===== config.mk =====
export PLATFORM = sky130hd
export DESIGN_NAME = pll_lock_sequencer_flat
export DESIGN_NICKNAME = d
export VERILOG_FILES = /design/src/rtl/pll_lock_sequencer_if.sv /design/src/rtl/pll_lock_sequencer.sv /design/src/flat_wrapper.sv
export SDC_FILE = /design/constraint.sdc
export NUM_CORES = 1
export LEC_CHECK = 0
export CAP_MARGIN = 20
export CORE_MARGIN = 5
export CORE_UTILIZATION = 45
export DETAILED_ROUTE_END_ITERATION = 10
export PLACE_DENSITY = 0.63
export SLEW_MARGIN = 25
export SYNTH_ARGS = -nofsm -noshare
export SYNTH_HDL_FRONTEND = slang
export SYNTH_SLANG_ARGS = --single-unit

===== constraint.sdc =====
create_clock -name clk -period 4.9 [get_ports clk]
set_input_delay 1.225 -clock clk [delete_from_list [all_inputs] [get_ports clk]]
set_output_delay 1.225 -clock clk [all_outputs]
set_load 0.1 [all_outputs]

===== src/rtl/pll_lock_sequencer_if.sv =====
// Sequencer-facing signal bundle: PLL lock in, PLL reset and system reset out.
// master = sequencer side, slave = board / consumer side.
interface pll_lock_sequencer_if;
    logic       lock;
    logic       force_relock;
    logic       pll_reset;
    logic       sys_rst_n;
    logic       ready;
    logic [7:0] lost_cnt;
    logic [7:0] timeout_cnt;
    logic [2:0] state;

    modport master (
        input  lock,
        input  force_relock,
        output pll_reset,
        output sys_rst_n,
        output ready,
        output lost_cnt,
        output timeout_cnt,
        output state
    );

    modport slave (
        output lock,
        output force_relock,
        input  pll_reset,
        input  sys_rst_n,
        input  ready,
        input  lost_cnt,
        input  timeout_cnt,
        input  state
    );
endinterface


===== src/rtl/pll_lock_sequencer.sv =====
// rPLL reset pulse, lock wait with timeout/retry, lock qualification and
// clean system reset release; runs on the free-running board clock.
module pll_lock_sequencer #(
    parameter int PLL_RST_CYCLES = 27,
    parameter int LOCK_TIMEOUT   = 270000,
    parameter int LOCK_STABLE    = 2700,
    parameter int RESET_HOLD     = 16
) (
    input  logic                  clk,
    input  logic                  rst_n,
    pll_lock_sequencer_if.master  bus
);

    localparam int MAX_A = (PLL_RST_CYCLES > LOCK_TIMEOUT) ? PLL_RST_CYCLES : LOCK_TIMEOUT;
    localparam int MAX_B = (LOCK_STABLE > RESET_HOLD) ? LOCK_STABLE : RESET_HOLD;
    localparam int MAX_P = (MAX_A > MAX_B) ? MAX_A : MAX_B;
    localparam int CW    = $clog2(MAX_P + 1);

    typedef logic [CW-1:0] cnt_t;

    localparam cnt_t RST_LAST = cnt_t'(PLL_RST_CYCLES - 1);
    localparam cnt_t TMO_LAST = cnt_t'(LOCK_TIMEOUT - 1);
    localparam cnt_t STB_LAST = cnt_t'(LOCK_STABLE - 1);
    localparam cnt_t HLD_LAST = cnt_t'(RESET_HOLD - 1);

    typedef enum logic [2:0] {
        PLL_RST   = 3'd0,
        WAIT_LOCK = 3'd1,
        STABLE    = 3'd2,
        HOLD      = 3'd3,
        RUN       = 3'd4
    } state_e;

    state_e     state_q, state_d;
    cnt_t       cnt_q, cnt_d;
    logic [7:0] lost_q, lost_d;
    logic [7:0] tmo_q, tmo_d;
    logic       sync1_q;
    logic       lock_s_q;
    logic       pll_reset_q;
    logic       sys_rst_n_q;
    logic       ready_q;

    always_comb begin
        state_d = state_q;
        lost_d  = lost_q;
        tmo_d   = tmo_q;
        // force_relock outranks any lock-driven or counter-driven move
        if (bus.force_relock && state_q != PLL_RST) begin
            state_d = PLL_RST;
        end else begin
            case (state_q)
                PLL_RST: begin
                    if (cnt_q == RST_LAST) state_d = WAIT_LOCK;
                end
                WAIT_LOCK: begin
                    if (lock_s_q) begin
                        state_d = STABLE;
                    end else if (cnt_q == TMO_LAST) begin
                        state_d = PLL_RST;
                        if (tmo_q != 8'hFF) tmo_d = tmo_q + 8'd1;
                    end
                end
                STABLE: begin
                    if (!lock_s_q)             state_d = WAIT_LOCK;
                    else if (cnt_q == STB_LAST) state_d = HOLD;
                end
                HOLD: begin
                    if (!lock_s_q)             state_d = WAIT_LOCK;
                    else if (cnt_q == HLD_LAST) state_d = RUN;
                end
                RUN: begin
                    if (!lock_s_q) begin
                        state_d = WAIT_LOCK;
                        if (lost_q != 8'hFF) lost_d = lost_q + 8'd1;
                    end
                end
                default: state_d = PLL_RST;
            endcase
        end
        cnt_d = (state_d != state_q) ? '0 : cnt_q + cnt_t'(1);
    end

    always_ff @(posedge clk or negedge rst_n) begin
        if (!rst_n) begin
            state_q     <= PLL_RST;
            cnt_q       <= '0;
            lost_q      <= '0;
            tmo_q       <= '0;
            sync1_q     <= 1'b0;
            lock_s_q    <= 1'b0;
            pll_reset_q <= 1'b1;
            sys_rst_n_q <= 1'b0;
            ready_q     <= 1'b0;
        end else begin
            state_q     <= state_d;
            cnt_q       <= cnt_d;
            lost_q      <= lost_d;
            tmo_q       <= tmo_d;
            sync1_q     <= bus.lock;
            lock_s_q    <= sync1_q;
            pll_reset_q <= (state_d == PLL_RST);
            sys_rst_n_q <= (state_d == RUN);
            ready_q     <= (state_d == RUN);
        end
    end

    assign bus.pll_reset   = pll_reset_q;
    assign bus.sys_rst_n   = sys_rst_n_q;
    assign bus.ready       = ready_q;
    assign bus.lost_cnt    = lost_q;
    assign bus.timeout_cnt = tmo_q;
    assign bus.state       = state_q;

endmodule


===== src/flat_wrapper.sv =====
// flat-port wrapper written by rule: the top's interface ports become plain ports
module pll_lock_sequencer_flat 
#(
    parameter int PLL_RST_CYCLES = 27,
    parameter int LOCK_TIMEOUT   = 270000,
    parameter int LOCK_STABLE    = 2700,
    parameter int RESET_HOLD     = 16
)
  (clk, rst_n, bus_lock, bus_force_relock, bus_pll_reset, bus_sys_rst_n, bus_ready, bus_lost_cnt, bus_timeout_cnt, bus_state);
  pll_lock_sequencer_if bus_i ();
  input  logic clk;
  input  logic rst_n;
  input wire logic [$bits(bus_i.lock)-1:0] bus_lock;
  input wire logic [$bits(bus_i.force_relock)-1:0] bus_force_relock;
  output wire logic [$bits(bus_i.pll_reset)-1:0] bus_pll_reset;
  output wire logic [$bits(bus_i.sys_rst_n)-1:0] bus_sys_rst_n;
  output wire logic [$bits(bus_i.ready)-1:0] bus_ready;
  output wire logic [$bits(bus_i.lost_cnt)-1:0] bus_lost_cnt;
  output wire logic [$bits(bus_i.timeout_cnt)-1:0] bus_timeout_cnt;
  output wire logic [$bits(bus_i.state)-1:0] bus_state;
  assign bus_i.lock = bus_lock;
  assign bus_i.force_relock = bus_force_relock;
  assign bus_pll_reset = bus_i.pll_reset;
  assign bus_sys_rst_n = bus_i.sys_rst_n;
  assign bus_ready = bus_i.ready;
  assign bus_lost_cnt = bus_i.lost_cnt;
  assign bus_timeout_cnt = bus_i.timeout_cnt;
  assign bus_state = bus_i.state;
  pll_lock_sequencer #(.PLL_RST_CYCLES(PLL_RST_CYCLES), .LOCK_TIMEOUT(LOCK_TIMEOUT), .LOCK_STABLE(LOCK_STABLE), .RESET_HOLD(RESET_HOLD)) u_core (.clk(clk), .rst_n(rst_n), .bus(bus_i));
endmodule

# After elaboration in Yosys (flattened, before gate mapping)
# Cells that the tools add are included.
# W data, S select, Z words.
word_totals:
  register_bits: 42
  out_inout_bits: 22
  elab_cells: 42
classes:
  add_sub_neg: 3
  eq_ne: 12
  mux: 11
  n_bitwise: 2
  n_reduce_logical: 6
ops:
  columns: ["operator", "n"]
  rows:
  - ["$mux W3", 9]
  - ["$add A19 B1 Y19 const B", 1]
  - ["$eq A19 B12 Y1 const B", 1]
  - ["$eq A19 B19 Y1 const B", 1]
  - ["$eq A19 B4 Y1 const B", 1]
  - ["$eq A19 B5 Y1 const B", 1]
  - ["$mux W19", 1]
  - ["$add A8 B1 Y8 const B", 2]
  - ["$ne A8 B8 Y1 const B", 2]
  - ["$pmux W3 S5", 1]
  - ["$eq A3 B2 Y1 const B", 2]
  - ["$eq A3 B3 Y1 const B", 2]
  - ["$logic_not A3 Y1", 2]
  - ["$reduce_and A5 Y1", 1]
  - ["$reduce_and A4 Y1", 1]
  - ["$eq A3 B1 Y1 const B", 1]
  - ["$ne A3 B3 Y1", 1]
  - ["$reduce_bool A3 Y1", 1]
  - ["$not A1 Y1", 2]
  - ["$logic_and A1 B1 Y1", 1]

# Longest topological paths before layout
# Gate-level depths: netlist of the first run.
logic_depth:
  word_depth: 7
  ltp_mapped: 8

# Least setup slack after synthesis of the first run
# No wires, ideal clock.
synth_path:
  path_type: "flip-flop to flip-flop"
  start: "reg u_core.cnt_q[7]"
  end: "reg u_core.cnt_q[4]"
  setup_time_ns: 0.127
  arrival_time_ns: 2.518
  required_ns: 4.773
  setup_slack_ns: 2.255
  stages_incl_launch_ff: 8
  n_path_buf: 1
  synth_period_minus_slack_ns: 2.645
  path_cell_list: "dfrtp_1 -> or4_1 -> or4_1 -> or4_4 -> and3_1 -> nor3_4 -> buf_6 -> nor4_2"
synth_between:
  elab_chain_len: 7
synth_rtl:
  columns: ["element", "line", "text"]
  rows:
  - ["start: declaration", "pll_lock_sequencer.sv:35", "cnt_t cnt_q, cnt_d;"]
  - ["start signal: assignment", "pll_lock_sequencer.sv:97", "cnt_q <= cnt_d;"]
  - ["$eq A19 B4 Y1, or another cell as far along", "pll_lock_sequencer.sv:70", "else if (cnt_q == HLD_LAST) state_d = RUN;"]
  - ["$mux W3 (on tied branches)", "pll_lock_sequencer.sv:70, pll_lock_sequencer.sv:66, pll_lock_sequencer.sv:59", null]
  - ["$mux W3 (on tied branches)", "pll_lock_sequencer.sv:69, pll_lock_sequencer.sv:65, pll_lock_sequencer.sv:57", null]
  - ["$pmux W3 S5 *", "pll_lock_sequencer.sv:52", "case (state_q)"]
  - ["$mux W3 *", "pll_lock_sequencer.sv:49", "if (bus.force_relock && state_q != PLL_RST) begin"]
  - ["$ne A3 B3 Y1 *", "pll_lock_sequencer.sv:81", "cnt_d = (state_d != state_q) ? '0 : cnt_q + cnt_t'(1);"]
  - ["$mux W19 *", "pll_lock_sequencer.sv:81", null]
  - ["named net u_core.cnt_d[4]", "pll_lock_sequencer.sv:35", null]
# The timed path passes the listed nets; every way through them passes the cells marked *.
# A chain may end at the register's enable or synchronous reset.

# Worst setup path after layout of the first run
layout_path:
  start: "reg u_core.state_q[0] (netlist: u_core.bus.state[0])"
  end: "out bus_state[0]"
layout_lines:
  columns: ["element", "line", "text"]
  rows:
  - ["start: declaration", "pll_lock_sequencer.sv:34", "state_e state_q, state_d;"]
  - ["start signal: assignment", "pll_lock_sequencer.sv:96", "state_q <= state_d;"]
  - ["end: declaration", "flat_wrapper.sv:20", "output wire logic [$bits(bus_i.state)-1:0] bus_state;"]
# No word-level cell between the ends.

==> results of run 1 <==
where the power goes:
| group | internal [uW] | switching (uW) | total (uW) | leakage, uW |
|---|---|---|---|---|
| Clock | 150 | 117 | 267 | 0.0000579 |
| Combinational | 30.8 | 36.5 | 67.3 | 0.000494 |
| Sequential | 361 | 21.0 | 382 | 0.000568 |
| Total | 542 | 175 | 717 | 0.00112 |
stage by stage:
stage          setup WS (ps)  instance area [um2]
2_1_floorplan           2255                 2266
3_3_place_gp            1714                 2537
3_5_place_dp            1651                 2537
4_1_cts                 1416                 2646
5_1_grt                 1352                 2649
6_report                1429                 2649
layout by cell type (no fill, tap or decap), types with 2 or more instances in the layout:
master and count:
nor4_2 10, and3_1 6, dfrtp_1 41, mux2_2 2
clkbuf_8 5, clkinv_2 2, or4_1 3, nor4_1 4
a21oi_1 7, ha_1 4, nand4_1 10, nor2_1 16
nand2_1 18, inv_1 6, nor3b_1 2, clkdlybuf4s50_1 24
xor2_1 12, or3_1 4, a211oi_1 2, xnor2_1 19
nor3_1 6, nand3_1 15
kinds of logic (layout without fill, tap and decap cells):
group                      count (synthesis)  after routing  share of synthesized area [%]
AOI/OAI and AO/OA                         19             19                          6.847
xor gates and xnor gates                  31             31                          11.98
adders and majority gates                  4              4                          2.209
buffers and inverters                     16             39                          3.534
DFF                                       42             42                          46.44
muxes                                      2              2                         0.9939
and+or+nand+nor                          104            104                          28.00
state kept, by name, indices dropped and copies added (netlist names):
| name | count |
|---|---|
| u_core.bus.sys_rst_n | 1 |
| u_core.lock_s_q | 1 |
| u_core.bus.state | 3 |
| u_core.bus.timeout_cnt | 8 |
| u_core.sync1_q | 1 |
| u_core.bus.pll_reset | 1 |
| u_core.cnt_q | 19 |
| u_core.bus.lost_cnt | 8 |
how the worst min path moves through the flow:
| stage | startpoint | end | slack [ps] | cells after the start |
|---|---|---|---|---|
| 2_1_floorplan | u_core.sync1_q | u_core.lock_s_q | 330 | 0 |
| 3_3_place_gp | u_core.sync1_q | u_core.lock_s_q | 330 | 0 |
| 5_1_grt | u_core.sync1_q | u_core.lock_s_q | 360 | 0 |
| 4_1_cts | u_core.sync1_q | u_core.lock_s_q | 360 | 0 |
| 6_report | u_core.sync1_q | u_core.lock_s_q | 350 | 0 |
| 3_5_place_dp | u_core.sync1_q | u_core.lock_s_q | 340 | 0 |
final cells by class:
type / instances / share of cell area [%]
multi-input combinational: 160 / 42.80
timing repair buffer: 25 / 9.353
inverter: 6 / 0.8503
tap: 67 / 3.165
clock buffer: 5 / 2.598
sequential: 42 / 39.73
clock inverter: 3 / 1.512
per-layer routing:
| layer | up-vias | global-route usage [%] | routed length [um] |
|---|---|---|---|
| met5 | - | 0 | 0 |
| met1 | 799 | 20.29 | 2104 |
| met3 | 5 | 3.437 | 209 |
| met4 | 0 | 4.730 | 48 |
| met2 | 35 | 24.30 | 2165 |
| li1 | 827 | - | - |
==> out/results.ini, run 1 <==
[detailed_routing]
firstDrtPassIters=4
ant_nets=0
drc_errors=0
wl_per_cell_um=14.70
wl_um=4527
avgViaCountPerCell=5.409
via_count=1666
drtIter0Drc=36

[critical_path]
worst_r2r_endpoint=u_core.cnt_q[18]
cp_top_family=buffers and inverters
critical_path_class=reg2out
cp.arrival_ps=2250
timing.critical_path.buf_inv=1
crit_path_end=bus_state[0]
rrSetupSlack_ps=1740
crit_path_cell_trace=clkdlybuf4s50_1
cpPeakStageDelay_ps=1240
r2r_start=u_core.cnt_q[7]
cp.depth=1
path_max_fanout=16
crit_required_ps=3670
startpoint_type=flop
endpoint_kind=output pin
crit_slowest_cell=clkdlybuf4s50_1
startpoint=u_core.bus.state[0]
r2r_cells=6

[timing]
post-route-period-util_pct=70.84
setup_viol=0
tns_ps=0
tightest_slew_ps=970.6
min_period_ps=3471
max_freq_mhz=288.1
final-hold-violation-count=0
drv_slew=0
rsz0062_at_grt=false
max_slew_margin_pct=35.09
hold_slack_ps=352.6
finClkSkew_ps=2.565

[die]
dieArea_mm2=0.006555
initial_core_util_pct=47.04
die_h_um=80.96
num_rows=25
coreArea_mm2=0.004817
die_w_um=80.96
top_level_ports=26

[logic_synthesis]
synth.most_common_cell=dfrtp_1
synthTopCellsByCount=dfrtp_1, xnor2_1, nand2_1
ys_types=44
postSynthCellCount=218
synth_area_mm2=0.002266
syn-num-nets=226
ys_seq_area_share_pct=46.44
postSynthRegisterBits=42
synth_edf_count=0
async_flop_share_pct=100.0
avgSynthCellArea_um2=10.39
ys.flop_type=dfrtp_1
synth_top_cell_area_share_pct=45.28
synthTopCellsByArea=dfrtp_1, xnor2_1, nor4_2
yosysWarningCount=0
yosys.area.top_type=dfrtp_1

[status]
outcome=finished clean

[cells_and_area]
utilization_pct=54.99
fill_cells=467
finalNonFillerCells=308
multi_input_area_mm2=0.001134
n_antenna_cell=0
syn2layout_area_growth_pct=16.90
nets=248
drive_gt1_share_pct=11.62
seqCellArea_mm2=0.001052

[clock_tree]
root_buffer=clkbuf_8
cts_hold_buffers=0
clkTransAtPathRegs_ps=80
htreeDepth=2
cts_setup_buffers=0
ctsLongestPathBuffers=2
clock-sinks=42
cts_tree=done
numCtsBuffers=5
clk-insertion-delay-late_ps=290
cts.repair.resized=0

[global_route]
grt_pass1_wl_um=7714
grt_pass1_vias=1574
antenna_found_initial=0
overflow=0
track_usage_pct=15.14
grt_max_degree=43

[power]
power.density_mw_per_mm2=270.6
fin_total_pwr_uw=716.8
p_leak_uw=0.001120
vdd_ir_drop_max_mv=0.1314

[place]
gp_congestion=0.8421
placed_cells=300
hpwl_um=3190
portBuffers=25

[worst_hold_path]
holdCritPathClass=reg2reg

[job]
maxCapViolCount=0

Power figures use the tool's default switching activity.
==> inputs of run 2 (changes only) <==
- clock period: 4.9 -> 3.6 ns (I/O delays scaled with it)
==> out/results.ini, run 2 (synthesis gave the netlist of run 1 again) <==
[critical_path]
cp.arrival_ps=2960  ; was 2250 ps
worst_r2r_endpoint=u_core.cnt_q[18]  ; unchanged
r2r_start=u_core.cnt_q[7]  ; unchanged
rrSetupSlack_ps=780  ; was 1740 ps
critical_path_class=reg2reg  ; was reg2out
startpoint_type=flop  ; unchanged
crit_required_ps=3740  ; was 3670 ps
crit_path_end=u_core.cnt_q[18]  ; was bus_state[0]
path_max_fanout=13  ; was 16
startpoint=u_core.cnt_q[7]  ; was u_core.bus.state[0]
r2r_cells=7  ; was 6
endpoint_kind=flop  ; was output pin

[place]
gp_congestion=0.8108  ; was 0.8421
pre_cts_ws_ps=796.9  ; was 1651 ps
portBuffers=25  ; unchanged
hpwl_um=3139  ; was 3190 um

[job]
maxCapViolCount=0  ; unchanged

[detailed_routing]
wl_per_cell_um=14.37  ; was 14.70 um
via_count=1693  ; was 1666
firstDrtPassIters=4  ; unchanged
drtIter0Drc=41  ; was 36
avgViaCountPerCell=5.461  ; was 5.409
wl_um=4456  ; was 4527 um
ant_nets=0  ; unchanged
drc_errors=0  ; unchanged

[clock_tree]
cts.repair.resized=0  ; unchanged
cts_tree=done  ; unchanged
cts_hold_buffers=0  ; unchanged
clock-sinks=42  ; unchanged
ctsLongestPathBuffers=2  ; unchanged
clkTransAtPathRegs_ps=70  ; was 80 ps
clk-insertion-delay-late_ps=290  ; about the same
cts_setup_buffers=0  ; unchanged
numCtsBuffers=5  ; unchanged
root_buffer=clkbuf_8  ; unchanged
htreeDepth=2  ; unchanged

[die]
num_rows=25  ; unchanged
initial_core_util_pct=47.04  ; unchanged
die_h_um=80.96  ; unchanged
die_w_um=80.96  ; unchanged
top_level_ports=26  ; unchanged
coreArea_mm2=0.004817  ; unchanged
dieArea_mm2=0.006555  ; unchanged

[cells_and_area]
nets=250  ; was 248
mostFrequentLayoutCell=dfrtp_1  ; unchanged
n_antenna_cell=0  ; unchanged
drive_gt1_share_pct=19.34  ; was 11.62%
syn2layout_area_growth_pct=14.08  ; was 16.90%
top_register=u_core.cnt_q  ; unchanged
mostFrequentLayoutCells=dfrtp_1, buf_4, xnor2_1  ; was dfrtp_1, clkdlybuf4s50_1, xnor2_1
largest_reg_flops=19  ; unchanged

[global_route]
grt_max_degree=43  ; unchanged
track_usage_pct=15.52  ; was 15.14%
grt_pass1_vias=1704  ; was 1574
antenna_found_initial=0  ; unchanged
overflow=0  ; unchanged
grt_pass1_wl_um=7852  ; was 7714 um

[timing]
rsz0062_at_grt=false  ; unchanged
max_freq_mhz=354.6
setup_ws_ps=780.1  ; was 1429 ps
max_slew_margin_pct=35.66  ; was 35.09%
min_period_ps=2820
setup_viol=0  ; unchanged
tns_ps=0  ; unchanged
post-route-period-util_pct=78.33
finClkSkew_ps=6.738  ; was 2.565 ps
final-hold-violation-count=0  ; unchanged
tightest_slew_ps=962.1  ; was 970.6 ps
drv_slew=0  ; unchanged
hold_slack_ps=368.9  ; was 352.6 ps

[worst_hold_path]
holdCritPathClass=reg2reg  ; unchanged

[power]
power.density_mw_per_mm2=348.3  ; was 270.6 mW/mm2
vdd_ir_drop_max_mv=0.2449  ; was 0.1314 mV
p_leak_uw=0.001149  ; was 0.001120 uW

[status]
outcome=finished clean  ; unchanged

## run 2: cell types whose count changed in the layout (fill, tap and decap cells not counted)
cell,delta
buf_4,+22
bufinv_16,-1
clkbuf_1,+3
clkdlybuf4s50_1,-20
clkinv_2,-2
## run 2: worst max-delay path, stage by stage, from the launching register on
cell and delay [ps]:
dfrtp_1 440, or4_1 550, or4_1 420, or4_4 570
and3_1 200, nor3_4 150, buf_4 260, nor4_1 90
## run 2: cell type report
type | instances | area, um2
flip-flops and latches | 42 | 1052
repair buffers | 27 | 212.7
well taps | 67 | 83.83
inverters | 6 | 22.52
clock buffers | 8 | 80.08
multi-input cells | 160 | 1134
fillers | 459 | 2232
## run 2: metrics by stage
step	instance area [um2]	power (uW)	cells	util (%)
floorplan	2266	593.8	218	-
CTS	2582	920.0	310	53.61
finish	2585	900.3	310	53.66
global placement	2502	622.0	302	51.95
detailed placement	2502	622.5	302	51.95
global route	2585	957.0	310	53.66
## run 2: power breakdown
group | leakage, uW | switching (uW) | internal, uW
Sequential | 0.000568 | 29.3 | 492
Combinational | 0.000542 | 49.5 | 42.1
Clock | 0.0000395 | 150 | 138
## run 2: how the worst min path moves through the flow
| stage | endpoint | depth (start not counted) | slack (ps) | from |
|---|---|---|---|---|
| after global placement | u_core.lock_s_q | 0 | 330 | u_core.sync1_q |
| final | u_core.lock_s_q | 0 | 370 | u_core.sync1_q |
| after CTS | u_core.lock_s_q | 0 | 380 | u_core.sync1_q |
| after floorplan | u_core.lock_s_q | 0 | 330 | u_core.sync1_q |
| after detailed placement | u_core.lock_s_q | 0 | 360 | u_core.sync1_q |
| after global routing | u_core.lock_s_q | 0 | 380 | u_core.sync1_q |
## run 2: metal layers
metal	track usage, %	share of wire, %
met1	19.20	47
met4	6.081	1.3
met3	4.878	5.5
met2	25.21	47
met5	0	0
==> inputs of run 3 (changes only) <==
- PLACE_DENSITY: 0.63 -> 0.66
- clock period: 3.6 -> 2.5 ns (I/O delays scaled with it)
==> out/results.ini, run 3 (synthesis gave the netlist of run 1 again) <==
[die]
die_h_um=80.96  ; unchanged
initial_core_util_pct=47.04  ; unchanged
dieArea_mm2=0.006555  ; unchanged
num_rows=25  ; unchanged
top_level_ports=26  ; unchanged
coreArea_mm2=0.004817  ; unchanged
die_w_um=80.96  ; unchanged

[cells_and_area]
mostFrequentLayoutCells=buf_4, dfrtp_1, xnor2_1  ; was dfrtp_1, buf_4, xnor2_1
syn2layout_area_growth_pct=32.41  ; was 14.08%
mostFrequentLayoutCell=buf_4  ; was dfrtp_1
drive_gt1_share_pct=35.25  ; was 19.34%
n_antenna_cell=0  ; unchanged
largest_reg_flops=19  ; unchanged
top_register=u_core.cnt_q  ; unchanged
nets=285  ; was 250
stdcell_area_mm2=0.003000  ; was 0.002585 mm2

[clock_tree]
clk-insertion-delay-late_ps=300  ; was 290 ps
clock-sinks=42  ; unchanged
root_buffer=clkbuf_8  ; unchanged
ctsLongestPathBuffers=2  ; unchanged
htreeDepth=2  ; unchanged
numCtsBuffers=5  ; unchanged
clkTransAtPathRegs_ps=80  ; was 70 ps
cts_tree=done  ; unchanged

[detailed_routing]
drtIter0Drc=90  ; was 41
drc_errors=0  ; unchanged
wl_um=5244  ; was 4456 um
firstDrtPassIters=4  ; unchanged
avgViaCountPerCell=5.299  ; was 5.461
ant_nets=0  ; unchanged
wl_per_cell_um=15.20  ; was 14.37 um
via_count=1828  ; was 1693

[timing]
setup_viol=21  ; was 0
post-route-period-util_pct=106.9  ; was 78.33%
drv_slew=0  ; unchanged
max_slew_margin_pct=67.22  ; was 35.66%
max_freq_mhz=374.2  ; was 354.6 MHz
final-hold-violation-count=0  ; unchanged
tightest_slew_ps=489.9  ; was 962.1 ps
min_period_ps=2672  ; was 2820 ps
setup_ws_ps=-172.4  ; was 780.1 ps
rsz0062_at_grt=true  ; was false
finClkSkew_ps=2.877  ; was 6.738 ps

[status]
violations=setup timing
outcome=finished, violations left  ; was finished clean

[global_route]
grt_pass1_vias=1873  ; was 1704
overflow=0  ; unchanged
grt_pass1_wl_um=8990  ; was 7852 um
grt_max_degree=21  ; was 43
track_usage_pct=18.05  ; was 15.52%
antenna_found_initial=0  ; unchanged

[critical_path]
r2r_cells=7  ; unchanged
endpoint_kind=flop  ; unchanged
crit_required_ps=2720  ; was 3740 ps
path_max_fanout=7  ; was 13
rrSetupSlack_ps=-170  ; was 780 ps
worst_r2r_endpoint=u_core.cnt_q[17]  ; was u_core.cnt_q[18]
cp.arrival_ps=2890  ; was 2960 ps
r2r_start=u_core.cnt_q[5]  ; was u_core.cnt_q[7]
crit_path_end=u_core.cnt_q[17]  ; was u_core.cnt_q[18]
critical_path_class=reg2reg  ; unchanged
startpoint_type=flop  ; unchanged
startpoint=u_core.cnt_q[5]  ; was u_core.cnt_q[7]

[power]
power.internal_uw=1117  ; was 671.8 uW
power_frac_comb_pct=15.0  ; was 10.2%
p_leak_uw=0.001374  ; was 0.001149 uW
seqPwrFrac_pct=49.7  ; was 57.9%
p_switching_uw=378.0  ; was 228.5 uW
fin_total_pwr_uw=1495  ; was 900.3 uW
power.density_mw_per_mm2=498.3  ; was 348.3 mW/mm2
switching_share_pct=25.28  ; was 25.38%
vdd_ir_drop_max_mv=0.3231  ; was 0.2449 mV
clock_power_share_pct=35.3  ; was 31.9%

[worst_hold_path]
holdCritPathClass=in2async  ; was reg2reg

[place]
portBuffers=25  ; unchanged
post_dp_cell_area_mm2=0.002791  ; was 0.002502 mm2
hpwl_um=3822  ; was 3139 um
gp_congestion=0.8296  ; was 0.8108

[job]
maxCapViolCount=0  ; unchanged

-- run 3: cell types whose count changed in the layout (fill, tap and decap cells not counted), sizes merged --
cell           change
clkinv             +2
a21boi             +1
clkbuf             -3
bufinv             +1
clkdlybuf4s50      -2
buf               +36
-- run 3: worst min-delay path by stage --
stage / endpoint / cells after the start / start / slack (ps)
after floorplan: u_core.bus.lost_cnt[0] / 0 / rst_n / 330
after global placement: u_core.lock_s_q / 0 / u_core.sync1_q / 330
after detailed placement: u_core.lock_s_q / 0 / u_core.sync1_q / 340
after CTS: u_core.bus.timeout_cnt[6] / 1 / rst_n / 270
after global routing: u_core.bus.timeout_cnt[6] / 1 / rst_n / 290
final: u_core.bus.timeout_cnt[4] / 1 / rst_n / 260
-- run 3: final cells by class --
| type | instances | area [um2] |
|---|---|---|
| Tap cell | 67 | 83.83 |
| Multi-Input combinational cell | 161 | 1235 |
| Sequential cell | 42 | 1052 |
| Timing Repair Buffer | 61 | 498.0 |
| Clock inverter | 3 | 40.04 |
| Clock buffer | 5 | 68.82 |
| Fill cell | 410 | 1817 |
| Inverter | 6 | 22.52 |
-- run 3: repair_timing --
item,4_1_cts,5_1_grt
setup endpoints to repair,20,21
cloned,1,0
hold endpoints to repair,0,0
setup buffers,0,2
resized for setup,8,5
pin swaps,4,9
hold buffers,0,0
-- run 3: through the flow --
stage	cells	hold slack [ps]	util, %	setup slack [ps]	setup TNS, ps
2_1_floorplan	218	329.4	-	-133.4	-1325
3_3_place_gp	334	333.2	57.95	-179.9	-2486
3_5_place_dp	334	337.2	57.95	-260.6	-3115
4_1_cts	343	266.4	61.35	-152.8	-2246
5_1_grt	345	287.7	62.29	-248.3	-3983
6_report	345	262.4	62.29	-172.4	-2346
-- run 3: power groups by stage --
stage	clock (uW)	combinational (uW)	sequential (uW)
global placement	0	194	755
global route	573	253	749
CTS	540	205	742
floorplan	0	105	752
detailed placement	0	199	754
finish	528	224	743
-- run 3: metal layers --
layer	global-route usage (%)	routed length [um]	share of wire, %
met2	31.53	2599	50
met3	3.769	281	5.4
met4	6.250	92	1.8
met5	0	0	0
met1	21.95	2270	43
-- run 3: worst max-delay path, cell delays in order, from the launching register on --
cell,delay (ps)
dfrtp_1,380
or4_4,540
or3b_4,390
or4_4,540
a31oi_4,260
buf_4,180
nand2_4,80
a211oi_2,210
